File: config.mk
export PLATFORM = sky130hd
export DESIGN_NAME = sensor_scan_ctl
export DESIGN_NICKNAME = d
export VERILOG_FILES = /design/src/rtl/sensor_scan_ctl.sv
export SDC_FILE = /design/constraint.sdc
export NUM_CORES = 1
export LEC_CHECK = 0
export ABC_AREA = 1
export CAP_MARGIN = 25
export CORE_MARGIN = 2
export CORE_UTILIZATION = 57
export DETAILED_ROUTE_END_ITERATION = 12
export GPL_ROUTABILITY_DRIVEN = 0
export PLACE_DENSITY = 0.86
export SLEW_MARGIN = 20
export SYNTH_ARGS = -nofsm -noshare
export SYNTH_HDL_FRONTEND = slang
export SYNTH_SLANG_ARGS = --single-unit
File: constraint.sdc
create_clock -name Clk -period 4.4 [get_ports Clk]
set_input_delay 0.44 -clock Clk [delete_from_list [all_inputs] [get_ports Clk]]
set_output_delay 0.44 -clock Clk [all_outputs]
set_load 0.005 [all_outputs]
File: src/rtl/sensor_scan_ctl.sv
`default_nettype none
// ============================================================================
// sensor_scan_ctl : round-robin sensor sampler with offset correction,
//                   range check, ack timeout and per-channel sticky errors.
// Revision: 1.0
// ============================================================================
module sensor_scan_ctl #(
  parameter int DataBits      = 10,
  parameter int Channels      = 4,
  parameter int ChBits        = 2,
  parameter int UpBound       = 1000,
  parameter int DownBound     = 16,
  parameter int ShiftValue    = 10,
  parameter int TimeoutCycles = 255
) (
  input  logic                Clk,
  input  logic                Reset,
  input  logic                ScanEnable,
  input  logic [Channels-1:0] ChannelMask,
  output logic                SampleReq,
  output logic [ChBits-1:0]   SampleCh,
  input  logic                SampleAck,
  input  logic [DataBits-1:0] SampleData,
  output logic                ResultValid,
  output logic [ChBits-1:0]   ResultCh,
  output logic [DataBits-1:0] FixedValue,
  output logic [2:0]          ErrorReturn,
  input  logic [Channels-1:0] ErrClear,
  output logic [Channels-1:0] StickyErr,
  output logic                Busy
);

  typedef enum logic [1:0] {
    IDLE  = 2'd0,
    REQ   = 2'd1,
    CHECK = 2'd2,
    OUT   = 2'd3
  } state_t;

  state_t              state_q;
  logic [ChBits-1:0]   last_ch_q;
  logic [7:0]          tmo_q;
  logic [DataBits-1:0] raw_q;
  logic                req_q;
  logic [ChBits-1:0]   ch_q;
  logic                valid_q;
  logic [ChBits-1:0]   res_ch_q;
  logic [DataBits-1:0] fixed_q;
  logic [2:0]          err_q;
  logic                busy_q;
  logic [Channels-1:0] sticky_q;
  logic [Channels-1:0] sticky_d;
  logic [Channels-1:0] sticky_set;

  logic [ChBits-1:0]   grant_ch;
  logic [ChBits-1:0]   cand_ch;
  logic                grant_hit;
  logic [DataBits:0]   diff;
  logic                out_of_range;

  // Walk downward so the nearest set bit above last_ch_q is the last one written.
  always_comb begin
    grant_ch  = '0;
    grant_hit = 1'b0;
    cand_ch   = '0;
    for (int off = Channels; off >= 1; off--) begin
      cand_ch = ChBits'((int'(last_ch_q) + off) % Channels);
      if (ChannelMask[cand_ch]) begin
        grant_ch  = cand_ch;
        grant_hit = 1'b1;
      end
    end
  end

  assign diff         = {1'b0, raw_q} - (DataBits+1)'(ShiftValue);
  assign out_of_range = (raw_q > DataBits'(UpBound)) || (raw_q < DataBits'(DownBound));

  // A set landing in OUT overrides a same-cycle clear of that bit.
  always_comb begin
    sticky_set = '0;
    if (state_q == OUT && err_q != 3'b000) begin
      sticky_set[ch_q] = 1'b1;
    end
    sticky_d = (sticky_q & ~ErrClear) | sticky_set;
  end

  always_ff @(posedge Clk or posedge Reset) begin
    if (Reset) begin
      state_q   <= IDLE;
      last_ch_q <= ChBits'(Channels - 1);
      tmo_q     <= '0;
      raw_q     <= '0;
      req_q     <= 1'b0;
      ch_q      <= '0;
      valid_q   <= 1'b0;
      res_ch_q  <= '0;
      fixed_q   <= '0;
      err_q     <= '0;
      busy_q    <= 1'b0;
      sticky_q  <= '0;
    end else begin
      sticky_q <= sticky_d;
      valid_q  <= 1'b0;
      case (state_q)
        IDLE: begin
          if (ScanEnable && grant_hit) begin
            ch_q    <= grant_ch;
            tmo_q   <= '0;
            err_q   <= '0;
            req_q   <= 1'b1;
            busy_q  <= 1'b1;
            state_q <= REQ;
          end
        end
        REQ: begin
          if (SampleAck) begin
            raw_q   <= SampleData;
            req_q   <= 1'b0;
            state_q <= CHECK;
          end else if (tmo_q == 8'(TimeoutCycles - 1)) begin
            err_q    <= 3'b100;
            fixed_q  <= '0;
            req_q    <= 1'b0;
            valid_q  <= 1'b1;
            res_ch_q <= ch_q;
            state_q  <= OUT;
          end else begin
            tmo_q <= tmo_q + 8'd1;
          end
        end
        CHECK: begin
          err_q    <= {1'b0, diff[DataBits], out_of_range};
          fixed_q  <= diff[DataBits] ? '0 : diff[DataBits-1:0];
          valid_q  <= 1'b1;
          res_ch_q <= ch_q;
          state_q  <= OUT;
        end
        OUT: begin
          last_ch_q <= ch_q;
          busy_q    <= 1'b0;
          state_q   <= IDLE;
        end
        default: state_q <= IDLE;
      endcase
    end
  end

  assign SampleReq   = req_q;
  assign SampleCh    = ch_q;
  assign ResultValid = valid_q;
  assign ResultCh    = res_ch_q;
  assign FixedValue  = fixed_q;
  assign ErrorReturn = err_q;
  assign StickyErr   = sticky_q;
  assign Busy        = busy_q;

endmodule
`default_nettype wire

==> impl_summary.log, run 1 <==
[metrics] detailed router's first-iteration violation count: 183
[metrics] Net Sw Frac: 0.438
[metrics] remaining design rule violation count: 0
[metrics] number of buffers inserted by hold repair at cts: 0
[metrics] critical path class: flip-flop to flip-flop
[metrics] critical-path cell list: inv_1, ha_1, nand2_2, nand3_4, nor2_4, nand2_4, o21ai_2
[metrics] Area growth syn-to-layout: 22.4%
[metrics] Combinational Power Share: 0.505
[metrics] Cells after Synth: 325
[metrics] Total Negative Setup Slacks: 0 ns
[metrics] fill cell count: 361
[metrics] residual overflow from global routing: 0
[metrics] minimum clock period: 2.10 ns
[metrics] largest stage delay on the critical path: 0.49 ns
[metrics] Placed Instance Area: 3060 um2
[metrics] final routed wire length divided by cell count: 12.7 um
[metrics] register-to-register setup slack: 2.30 ns
[metrics] CP Buf/Inv Count: 1
[metrics] setup repair bufs after CTS: 0
[metrics] number of max-slew violations in the final report: 0
[metrics] wire length of the first global-routing pass: 9430 um
[metrics] Distinct cells, synth: 37
[metrics] antenna diode count: 0
[metrics] detailed-router iteration count before antenna repair: 4
[metrics] Final Util: 0.724
[metrics] number of input and output port buffers inserted: 45
[metrics] Rows: 24
[metrics] Layout Skew: 0.00926 ns
[metrics] largest area contributor in the netlist: sky130_fd_sc_hd__dfrtp_1
[metrics] synthesized area divided by synthesized cell count: 7.93 um2
[metrics] outcome: complete, no violations
[metrics] die extent in x: 71.2 um
[metrics] total leakage power: 1.56 nW
[metrics] fin crit share: 0.477
[metrics] class of the tightest hold or removal check: flip-flop to flip-flop
[metrics] number of max-cap violations: 0
[metrics] post-layout instance area: 3150 um2
[metrics] warnings from Yosys: 0
[metrics] count of antenna-violating nets left after detailed routing: 0
[metrics] total power divided by cell area: 620 nW/um2
[metrics] arrival time at the worst endpoint: 2.33 ns
[metrics] leading post-synthesis cells by cell area: sky130_fd_sc_hd__dfrtp_1 (43%), sky130_fd_sc_hd__nand2_1 (15%), sky130_fd_sc_hd__inv_1 (6.0%), sky130_fd_sc_hd__nand3_1 (3.9%), sky130_fd_sc_hd__nor2_1 (3.6%)
[metrics] share of layout cells above drive strength 1: 0.0941
[metrics] setup repair after global routing missed its margin: false
[metrics] pin count of the biggest net entering global routing: 47
[metrics] cell-internal power: 1.10 mW
[metrics] Post-DP HPWL: 4100 um
[metrics] type of element launching the critical path: flip-flop
[metrics] height of the chip: 71.2 um
[metrics] Clk pin slew, worst setup/hold paths: 0.09 ns
[metrics] most frequent cell after synthesis: sky130_fd_sc_hd__nand2_1
[metrics] number of global-route vias before repair: 2145
[metrics] Worst Path Max Fanout: 31
[metrics] share of async-settable or async-resettable flops after synthesis: 1.00
[metrics] Core Region: 4350 um2
[metrics] cell count after placement: 416
[metrics] area of the die: 5080 um2
[metrics] worst-skew pair later-pin latency: 0.30 ns
[metrics] global-route usage over all layers: 0.232
[metrics] Post-synth EDFFs: 0
[metrics] highest-delay cell along the critical path: sky130_fd_sc_hd__nand2_2
[metrics] number of clock sinks: 46
[metrics] worst supply voltage drop on vdd: 0.310 mV
[metrics] buffers from clock root to sink, at most: 2
[metrics] Fmax: 0.477 GHz
[metrics] vias per cell: 5.26
[metrics] total routed wirelength: 5390 um
[metrics] deepest level of the CTS H-tree: 2
[metrics] total number of vias: 2231
[metrics] initial antenna violation count: 0
[metrics] sequential-to-total area share from yosys stat: 0.448
[metrics] Final Non-Filler Cells: 424
[metrics] endpoints failing hold: 0
[metrics] proportion of power drawn by flip-flops and latches: 0.358
[metrics] master cell of the clock root buffer: sky130_fd_sc_hd__clkbuf_8
[metrics] category of the worst setup path capture point: flip-flop
[metrics] Cell Area, Synth: 2580 um2
[metrics] share of Yosys cell area claimed by the top area cell type: 0.427
[metrics] post_cts resized: 0
[metrics] cell family contributing the most delay on the critical path: simple AND/OR/NAND/NOR gates
[metrics] headroom to the max-slew limit: 0.608
[metrics] commonest register cell after synthesis: sky130_fd_sc_hd__dfrtp_1
[metrics] post-synth net total: 354
[metrics] power share of the clock group: 0.137
[metrics] CTS Buf Count: 5
[metrics] I/O pin count: 46
[metrics] cell types with the highest counts after synthesis: sky130_fd_sc_hd__nand2_1 (101), sky130_fd_sc_hd__dfrtp_1 (44), sky130_fd_sc_hd__inv_1 (41)
[metrics] final net count: 400
[metrics] number of storage elements in the synthesis netlist: 46
[metrics] starting density of the core: 0.592
[metrics] Net Sw Power: 856 uW
[metrics] data required time of the critical path: 4.63 ns
[metrics] setup violators final: 0
[metrics] slew at the pin with the worst max-slew slack: 0.586 ns
[metrics] clock tree from TritonCTS: done
## tightest hold or removal path, delay by kind of cell, from the launching register on
kind / cells / cell delay [ns]
AND/OR/NAND/NOR: 1 / 0.06
flip-flops: 1 / 0.35
AO/OA/AOI/OAI: 1 / 0.04
## state kept, by name, indices dropped and copies added, names as in the netlist
name / flops
last_ch_q: 2
tmo_q: 8
SampleCh: 2
state_q: 2
ResultValid: 1
StickyErr: 4
ResultCh: 2
Busy: 1
ErrorReturn: 3
raw_q: 10
FixedValue: 10
SampleReq: 1
## per-layer routing
layer	routed length, um	vias to the layer above	GRT usage
met4	97	0	0.0797
met3	316	9	0.0366
met1	2390	1016	0.317
met2	2580	78	0.381
met5	0	-	0
li1	-	1128	-
## placed cells by master (no fill, tap or decap), drive strengths merged
| master | count |
|---|---|
| a21boi | 1 |
| o22ai | 2 |
| clkinv | 2 |
| ha | 7 |
| o21a | 1 |
| o31ai | 1 |
| o21bai | 1 |
| nand4 | 11 |
| clkbuf | 6 |
| nor2 | 28 |
| a21oi | 10 |
| inv | 41 |
| o32ai | 2 |
| nor2b | 1 |
| clkinvlp | 1 |
| xor2 | 6 |
| nor3 | 3 |
| mux2 | 3 |
| nand3b | 1 |
| dfstp | 2 |
| nor3b | 3 |
| clkdlybuf4s50 | 45 |
| dfrtp | 44 |
| o21ai | 17 |
| nand3 | 22 |
| nand2 | 109 |
| buf | 1 |
| xnor2 | 1 |
## power groups by stage
| stage | registers [mW] | clock network, mW | logic (mW) |
|---|---|---|---|
| 2_1_floorplan | 0.678 | 0 | 0.701 |
| 6_report | 0.700 | 0.268 | 0.987 |
| 3_5_place_dp | 0.707 | 0 | 0.990 |
| 3_3_place_gp | 0.702 | 0 | 0.940 |
| 5_1_grt | 0.723 | 0.288 | 1.12 |
| 4_1_cts | 0.698 | 0.273 | 0.994 |
## final timing paths
path                                            from                        end  depth (start not counted)
hold / removal             FixedValue[5]$_DFFE_PP0P_  FixedValue[5]$_DFFE_PP0P_                          2
max in group asynchronous                      Reset       tmo_q[7]$_DFFE_PP0P_                          3
min in group asynchronous                      Reset  FixedValue[8]$_DFFE_PP0P_                          3
setup / recovery              state_q[1]$_DFFE_PP0P_  FixedValue[2]$_DFFE_PP0P_                          7
hold reg to reg            FixedValue[5]$_DFFE_PP0P_  FixedValue[5]$_DFFE_PP0P_                          2
setup reg to reg              state_q[1]$_DFFE_PP0P_  FixedValue[2]$_DFFE_PP0P_                          7
## logic make-up after synthesis
logic type,synth area share
muxes,0.0131
DFF,0.448
buffers and inverters,0.0772
adders and majority gates,0.0340
xor gates and xnor gates,0.0238
AOI/OAI and AO/OA,0.0874
and+or+nand+nor,0.317
## area by class of cell
class                           count  area (um2)  area share
Multi-Input combinational cell    230        1220       0.388
Sequential cell                    46        1150       0.366
Timing Repair Buffer               46         458       0.145
Inverter                           42         158      0.0500
Clock buffer                        6        82.6      0.0262
Tap cell                           52        65.1      0.0206
Clock inverter                      2        12.5     0.00397
## metrics by stage
step	hold WS [ns]	worst slack [ns]	total power, mW
after global placement	0.457	2.34	1.64
final	0.485	2.30	1.96
after floorplan	0.442	2.88	1.38
after detailed placement	0.470	2.26	1.70
after global routing	0.523	2.10	2.13
after CTS	0.490	2.29	1.97
Power figures use the tool's default switching activity.
==> inputs of run 2 (changes only) <==
CORE_UTILIZATION = 53   (was 57)
PLACE_DENSITY = 0.8   (was 0.86)
clock period = 2.1 ns   (was 4.4 ns; I/O delays follow)
==> run 2 against run 1 <==
Effect of this change:
- power grew 110%
- clock skew shrank 0.0052 ns
- largest cell class unchanged
- cell count grew 1.4%
- combinational power grew 110%
- sequential power grew 110%
==> impl_summary.log, run 2 (synthesized netlist as in run 1, its figures left out) <==
[metrics] outcome: complete, no violations (unchanged)
[metrics] number of clock sinks: 46 (unchanged)
[metrics] number of max-slew violations in the final report: 0 (unchanged)
[metrics] cell count after placement: 422 (was 416)
[metrics] class of the tightest hold or removal check: input port to asynchronous set/reset pin (was flip-flop to flip-flop)
[metrics] minimum clock period: 1.83 ns (was 2.10 ns)
[metrics] type of element launching the critical path: flip-flop (unchanged)
[metrics] worst supply voltage drop on vdd: 0.691 mV (was 0.310 mV)
[metrics] wire length of the first global-routing pass: 9030 um (was 9430 um)
[metrics] clock tree from TritonCTS: done (unchanged)
[metrics] Clk pin slew, worst setup/hold paths: 0.08 ns (was 0.09 ns)
[metrics] final net count: 404 (was 400)
[metrics] final routed wire length divided by cell count: 12.2 um (was 12.7 um)
[metrics] total routed wirelength: 5250 um (was 5390 um)
[metrics] number of input and output port buffers inserted: 45 (unchanged)
[metrics] Rows: 25 (was 24)
[metrics] most frequent cells in the layout: sky130_fd_sc_hd__nand2_1 (101), sky130_fd_sc_hd__clkdlybuf4s50_1 (45), sky130_fd_sc_hd__dfrtp_1 (44), sky130_fd_sc_hd__inv_1 (40), sky130_fd_sc_hd__nor2_1 (25) (unchanged)
[metrics] Worst Reg-to-Reg Cells: 10 (was 7)
[metrics] highest-delay cell along the critical path: sky130_fd_sc_hd__dfstp_2 (was sky130_fd_sc_hd__nand2_2)
[metrics] starting density of the core: 0.549 (was 0.592)
[metrics] antenna diode count: 0 (unchanged)
[metrics] worst-skew pair later-pin latency: 0.29 ns (was 0.30 ns)
[metrics] CTS Buf Count: 5 (unchanged)
[metrics] pre-CTS setup slack: 0.278 ns (was 2.26 ns)
[metrics] Worst Path Max Fanout: 17 (was 31)
[metrics] total power divided by cell area: 1280 nW/um2 (was 620 nW/um2)
[metrics] Crit path top cell by count: sky130_fd_sc_hd__nand2_1
[metrics] total number of vias: 2189 (was 2231)
[metrics] largest stage delay on the critical path: 0.64 ns (was 0.49 ns)
[metrics] deepest level of the CTS H-tree: 2 (unchanged)
[metrics] data required time of the critical path: 2.29 ns (was 4.63 ns)
[metrics] global-route usage over all layers: 0.213 (was 0.232)
[metrics] Layout Skew: 0.00404 ns (was 0.00926 ns)
[metrics] setup repair after global routing missed its margin: false (unchanged)
[metrics] Core Region: 4690 um2 (was 4350 um2)
[metrics] destination of the worst register-to-register timing path: tmo_q[1]$_DFFE_PP0P_ (was FixedValue[2]$_DFFE_PP0P_)
[metrics] Post-DP HPWL: 4140 um (was 4100 um)
[metrics] setup violators final: 0 (unchanged)
[metrics] Total Negative Setup Slacks: 0 ns (unchanged)
[metrics] critical path class: flip-flop to flip-flop (unchanged)
[metrics] count of antenna-violating nets left after detailed routing: 0 (unchanged)
[metrics] Area growth syn-to-layout: 23.8% (was 22.4%)
[metrics] height of the chip: 73.7 um (was 71.2 um)
[metrics] setup repair bufs after CTS: 0 (unchanged)
[metrics] slew at the pin with the worst max-slew slack: 0.638 ns (was 0.586 ns)
[metrics] final worst-path setup slack: 0.273 ns (was 2.30 ns)
[metrics] arrival time at the worst endpoint: 2.02 ns (was 2.33 ns)
[metrics] share of layout cells above drive strength 1: 0.101 (was 0.0941)
[metrics] die extent in x: 73.7 um (was 71.2 um)
[metrics] register-to-register setup slack: 0.27 ns (was 2.30 ns)
[metrics] number of buffers inserted by hold repair at cts: 0 (unchanged)
[metrics] total leakage power: 1.59 nW (was 1.56 nW)
[metrics] category of the worst setup path capture point: flip-flop (unchanged)
[metrics] FF-to-FF Start: last_ch_q[0]$_DFFE_PP1P_ (was state_q[1]$_DFFE_PP0P_)
[metrics] Final Non-Filler Cells: 430 (was 424)
[metrics] master cell of the clock root buffer: sky130_fd_sc_hd__clkbuf_8 (unchanged)
[metrics] pin count of the biggest net entering global routing: 20 (was 47)
[metrics] endpoints failing hold: 0 (unchanged)
[metrics] headroom to the max-slew limit: 0.572 (was 0.608)
[metrics] critical-path cell list: inv_1, nand2_1, nand2_1, nor2b_4, nand2_2, nand2_2, nand2_4, nand3_2, nand2_1, nand2_1 (was inv_1, ha_1, nand2_2, nand3_4, nor2_4, nand2_4, o21ai_2)
[metrics] most common cell after layout, fill and taps aside: sky130_fd_sc_hd__nand2_1 (unchanged)
[metrics] fin crit share: 0.870 (was 0.477)
[metrics] fill cell count: 404 (was 361)
[metrics] smallest hold slack: 0.224 ns (was 0.485 ns)
[metrics] vias per cell: 5.09 (was 5.26)
[metrics] post_cts resized: 0 (unchanged)
[metrics] detailed-router iteration count before antenna repair: 4 (unchanged)
[metrics] number of global-route vias before repair: 2012 (was 2145)
[metrics] Fmax: 0.547 GHz (was 0.477 GHz)
[metrics] residual overflow from global routing: 0 (unchanged)
[metrics] initial antenna violation count: 0 (unchanged)
[metrics] detailed router's first-iteration violation count: 128 (was 183)
[metrics] area of the die: 5440 um2 (was 5080 um2)
[metrics] remaining design rule violation count: 0 (unchanged)
[metrics] number of max-cap violations: 0 (unchanged)
[metrics] I/O pin count: 46 (unchanged)
[metrics] buffers from clock root to sink, at most: 2 (unchanged)
run 2: how the worst max path moves through the flow:
stage | from | cells after the start | slack [ns] | end
after CTS | state_q[1]$_DFFE_PP0P_ | 7 | 0.26 | FixedValue[9]$_DFFE_PP0P_
after global routing | last_ch_q[0]$_DFFE_PP1P_ | 10 | 0.08 | tmo_q[6]$_DFFE_PP0P_
final | last_ch_q[0]$_DFFE_PP1P_ | 10 | 0.27 | tmo_q[1]$_DFFE_PP0P_
after global placement | state_q[1]$_DFFE_PP0P_ | 7 | 0.34 | FixedValue[3]$_DFFE_PP0P_
after floorplan | state_q[1]$_DFFE_PP0P_ | 5 | 0.58 | raw_q[0]$_DFFE_PP0P_
after detailed placement | last_ch_q[0]$_DFFE_PP1P_ | 10 | 0.28 | tmo_q[1]$_DFFE_PP0P_
run 2: where the power goes:
group	leakage [nW]	internal, mW	switching [mW]
logic	0.959	0.872	1.20
clock network	0.0452	0.235	0.290
registers	0.581	1.20	0.268
run 2: worst max-delay path, delay by kind of cell (launching register included):
| family | cells | cell delay (ns) |
|---|---|---|
| flops | 1 | 0.64 |
| buf+inv | 1 | 0.15 |
| simple gates | 9 | 0.93 |
run 2: final cells by class:
| cell class | count | area (um2) | area share |
|---|---|---|---|
| Timing Repair Buffer | 50 | 500 | 0.157 |
| Inverter | 42 | 158 | 0.0494 |
| Sequential cell | 46 | 1150 | 0.362 |
| Clock buffer | 6 | 72.6 | 0.0227 |
| Multi-Input combinational cell | 230 | 1220 | 0.384 |
| Clock inverter | 2 | 13.8 | 0.00431 |
| Tap cell | 54 | 67.6 | 0.0212 |
run 2: through the flow:
step                 util  cell area (um2)  total power, mW
finish              0.680             3190             4.07
global route        0.680             3190             4.46
CTS                 0.680             3190             4.10
detailed placement  0.662             3100             3.57
global placement    0.662             3100             3.50
floorplan               -             2580             2.89
run 2: per-layer routing:
metal	vias to the layer above	track usage	wire length (um)
met1	1005	0.301	2480
li1	1136	-	-
met5	-	0	0
met2	44	0.331	2500
met3	4	0.0508	225
met4	0	0.0485	43
==> inputs of run 3 (changes only) <==
PLACE_DENSITY = unset   (was 0.8)
PLACE_DENSITY_LB_ADDON = 0.05   (was unset)
REMOVE_ABC_BUFFERS = 1   (was unset)
==> run 3 against run 2 <==
Effect of this change:
- clock skew up 0.0031 ns
- critical path depth unchanged
- setup slack better by 0.016 ns
- combinational power about the same
- core utilization about the same
- cell area about the same
- global-route usage down 0.98 points
- sequential cell count unchanged
- critical endpoint is now tmo_q[7]$_DFFE_PP0P_
- largest cell class unchanged
- largest power group unchanged
==> impl_summary.log, run 3 (synthesized netlist as in run 1, its figures left out) <==
[metrics] multi-input combinational cell area: 1220 um2 (unchanged)
[metrics] setup repair after global routing missed its margin: false (unchanged)
[metrics] total power divided by cell area: 1270 nW/um2 (was 1280 nW/um2)
[metrics] number of buffers inserted by hold repair at cts: 0 (unchanged)
[metrics] Routed met2 length: 2090 um (was 2500 um)
[metrics] FF-to-FF Start: last_ch_q[0]$_DFFE_PP1P_ (unchanged)
[metrics] global-route usage over all layers: 0.203 (was 0.213)
[metrics] most common cell after layout, fill and taps aside: sky130_fd_sc_hd__nand2_1 (unchanged)
[metrics] Area growth syn-to-layout: 23.8% (about the same)
[metrics] Clk pin slew, worst setup/hold paths: 0.09 ns (was 0.08 ns)
[metrics] Fmax: 0.552 GHz (was 0.547 GHz)
[metrics] pin count of the biggest net entering global routing: 47 (was 20)
[metrics] endpoints failing hold: 0 (unchanged)
[metrics] register-to-register setup slack: 0.29 ns (was 0.27 ns)
[metrics] residual overflow from global routing: 0 (unchanged)
[metrics] Worst Path Max Fanout: 17 (unchanged)
[metrics] Crit path top cell by count: sky130_fd_sc_hd__nand2_1 (unchanged)
[metrics] cell count after placement: 420 (was 422)
[metrics] area taken by flip-flops and latches: 1150 um2 (unchanged)
[metrics] I/O pin count: 46 (unchanged)
[metrics] uppermost signal routing layer after detailed routing: met4 (unchanged)
[metrics] smallest hold slack: 0.240 ns (was 0.224 ns)
[metrics] total power of the final layout: 4.06 mW (was 4.07 mW)
[metrics] setup repair bufs after CTS: 0 (unchanged)
[metrics] pre-CTS setup slack: 0.308 ns (was 0.278 ns)
[metrics] Rows: 25 (unchanged)
[metrics] slew at the pin with the worst max-slew slack: 0.377 ns (was 0.638 ns)
[metrics] Final Util: 0.680 (about the same)
[metrics] total routed wire length on the met1 layer: 2650 um (was 2480 um)
[metrics] headroom to the max-slew limit: 0.747 (was 0.572)
[metrics] largest stage delay on the critical path: 0.64 ns (about the same)
[metrics] outcome: complete, no violations (unchanged)
[metrics] highest-delay cell along the critical path: sky130_fd_sc_hd__dfstp_2 (unchanged)
[metrics] starting density of the core: 0.549 (unchanged)
[metrics] destination of the worst register-to-register timing path: tmo_q[7]$_DFFE_PP0P_ (was tmo_q[1]$_DFFE_PP0P_)
[metrics] Final Non-Filler Cells: 428 (was 430)
[metrics] height of the chip: 73.7 um (unchanged)
[metrics] number of max-cap violations: 0 (unchanged)
[metrics] fill cell count: 397 (was 404)
[metrics] total number of vias: 2161 (was 2189)
[metrics] data required time of the critical path: 2.30 ns (was 2.29 ns)
[metrics] Post-DP HPWL: 3660 um (was 4140 um)
[metrics] critical-path cell list: inv_1, nand2_1, nand2_1, nor2b_4, nand2_2, nand2_2, nand2_4, nand3_2, nand2_1, nand2_1 (unchanged)
[metrics] CP Buf/Inv Count: 1 (unchanged)
[metrics] Core Region: 4690 um2 (unchanged)
[metrics] Total Negative Setup Slacks: 0 ns (unchanged)
[metrics] post-layout instance area: 3190 um2 (about the same)
[metrics] final routed wire length divided by cell count: 11.7 um (was 12.2 um)
[metrics] number of clock sinks: 46 (unchanged)
[metrics] setup violators final: 0 (unchanged)
[metrics] remaining design rule violation count: 0 (unchanged)
[metrics] post_cts resized: 0 (unchanged)
[metrics] number of global-route vias before repair: 1951 (was 2012)
[metrics] detailed-router iteration count before antenna repair: 4 (unchanged)
[metrics] number of max-slew violations in the final report: 0 (unchanged)
[metrics] wire length on met3: 185 um (was 225 um)
[metrics] worst supply voltage drop on vdd: 0.704 mV (was 0.691 mV)
[metrics] type of element launching the critical path: flip-flop (unchanged)
[metrics] fin crit share: 0.862 (was 0.870)
[metrics] initial antenna violation count: 0 (unchanged)
[metrics] Worst Reg-to-Reg Cells: 10 (unchanged)
[metrics] total routed wirelength: 5010 um (was 5250 um)
[metrics] final worst-path setup slack: 0.289 ns (was 0.273 ns)
[metrics] Placed Instance Area: 3100 um2 (about the same)
[metrics] deepest level of the CTS H-tree: 2 (unchanged)
[metrics] minimum clock period: 1.81 ns (was 1.83 ns)
[metrics] die extent in x: 73.7 um (unchanged)
[metrics] antenna diode count: 0 (unchanged)
[metrics] buffers from clock root to sink, at most: 2 (unchanged)
[metrics] CTS Buf Count: 5 (unchanged)
[metrics] vias per cell: 5.05 (was 5.09)
[metrics] most frequent cells in the layout: sky130_fd_sc_hd__nand2_1 (101), sky130_fd_sc_hd__clkdlybuf4s50_1 (45), sky130_fd_sc_hd__dfrtp_1 (44), sky130_fd_sc_hd__inv_1 (40), sky130_fd_sc_hd__nor2_1 (25) (unchanged)
[metrics] critical path class: flip-flop to flip-flop (unchanged)
[metrics] cell family contributing the most delay on the critical path: simple AND/OR/NAND/NOR gates (unchanged)
[metrics] master cell of the clock root buffer: sky130_fd_sc_hd__clkbuf_8 (unchanged)
[metrics] worst-skew pair later-pin latency: 0.30 ns (was 0.29 ns)
[metrics] detailed router's first-iteration violation count: 79 (was 128)
[metrics] arrival time at the worst endpoint: 2.01 ns (was 2.02 ns)
[metrics] class of the tightest hold or removal check: input port to asynchronous set/reset pin (unchanged)
[metrics] final net count: 402 (was 404)
[metrics] total leakage power: 1.58 nW (was 1.59 nW)
[metrics] Layout Skew: 0.00712 ns (was 0.00404 ns)
[metrics] number of input and output port buffers inserted: 45 (unchanged)
[metrics] category of the worst setup path capture point: flip-flop (unchanged)
[metrics] wire length of the first global-routing pass: 8530 um (was 9030 um)
[metrics] clock tree from TritonCTS: done (unchanged)
[metrics] share of layout cells above drive strength 1: 0.0989 (was 0.101)
[metrics] count of antenna-violating nets left after detailed routing: 0 (unchanged)
[metrics] area of the die: 5440 um2 (unchanged)
-- run 3: changes by cell type in the layout (fill, tap and decap cells not counted), sizes merged --
| cell | before | now |
|---|---|---|
| clkinvlp | 0 | 1 |
| clkbuf | 6 | 5 |
| buf | 5 | 3 |
-- run 3: tightest hold or removal path: stages --
cell	delay, ns
sky130_fd_sc_hd__clkdlybuf4s50_1	0.40
sky130_fd_sc_hd__clkinv_1	0.07
sky130_fd_sc_hd__buf_12	0.24
-- run 3: layer usage --
metal  vias to the layer above  GRT usage
met1                       967      0.290
met2                        46      0.309
met5                         -          0
met3                         7     0.0288
met4                         0     0.0848
li1                       1141          -
-- run 3: area by class of cell --
| cell class | count | share of cell area |
|---|---|---|
| clock buffer | 5 | 0.0216 |
| clock inverter | 3 | 0.00666 |
| inverter | 42 | 0.0494 |
| multi-input combinational | 230 | 0.384 |
| sequential | 46 | 0.361 |
| tap | 54 | 0.0212 |
| timing repair buffer | 48 | 0.156 |
-- run 3: how the worst max path moves through the flow --
stage                     cells past startpoint                     start                        end  slack (ns)
after global routing                         10  last_ch_q[0]$_DFFE_PP1P_       tmo_q[7]$_DFFE_PP0P_        0.10
after global placement                       10  last_ch_q[0]$_DFFE_PP1P_       tmo_q[5]$_DFFE_PP0P_        0.36
final                                        10  last_ch_q[0]$_DFFE_PP1P_       tmo_q[7]$_DFFE_PP0P_        0.29
after detailed placement                     10  last_ch_q[0]$_DFFE_PP1P_       tmo_q[5]$_DFFE_PP0P_        0.31
after floorplan                               7    state_q[1]$_DFFE_PP0P_  FixedValue[2]$_DFFE_PP0P_        0.35
after CTS                                    10  last_ch_q[0]$_DFFE_PP1P_       tmo_q[0]$_DFFE_PP0P_        0.30
-- run 3: power breakdown --
group | total [mW] | leakage, nW | switching, mW | internal (mW)
Clock | 0.545 | 0.0441 | 0.311 | 0.234
Sequential | 1.46 | 0.581 | 0.255 | 1.20
Combinational | 2.06 | 0.956 | 1.19 | 0.874
Total | 4.06 | 1.58 | 1.75 | 2.31
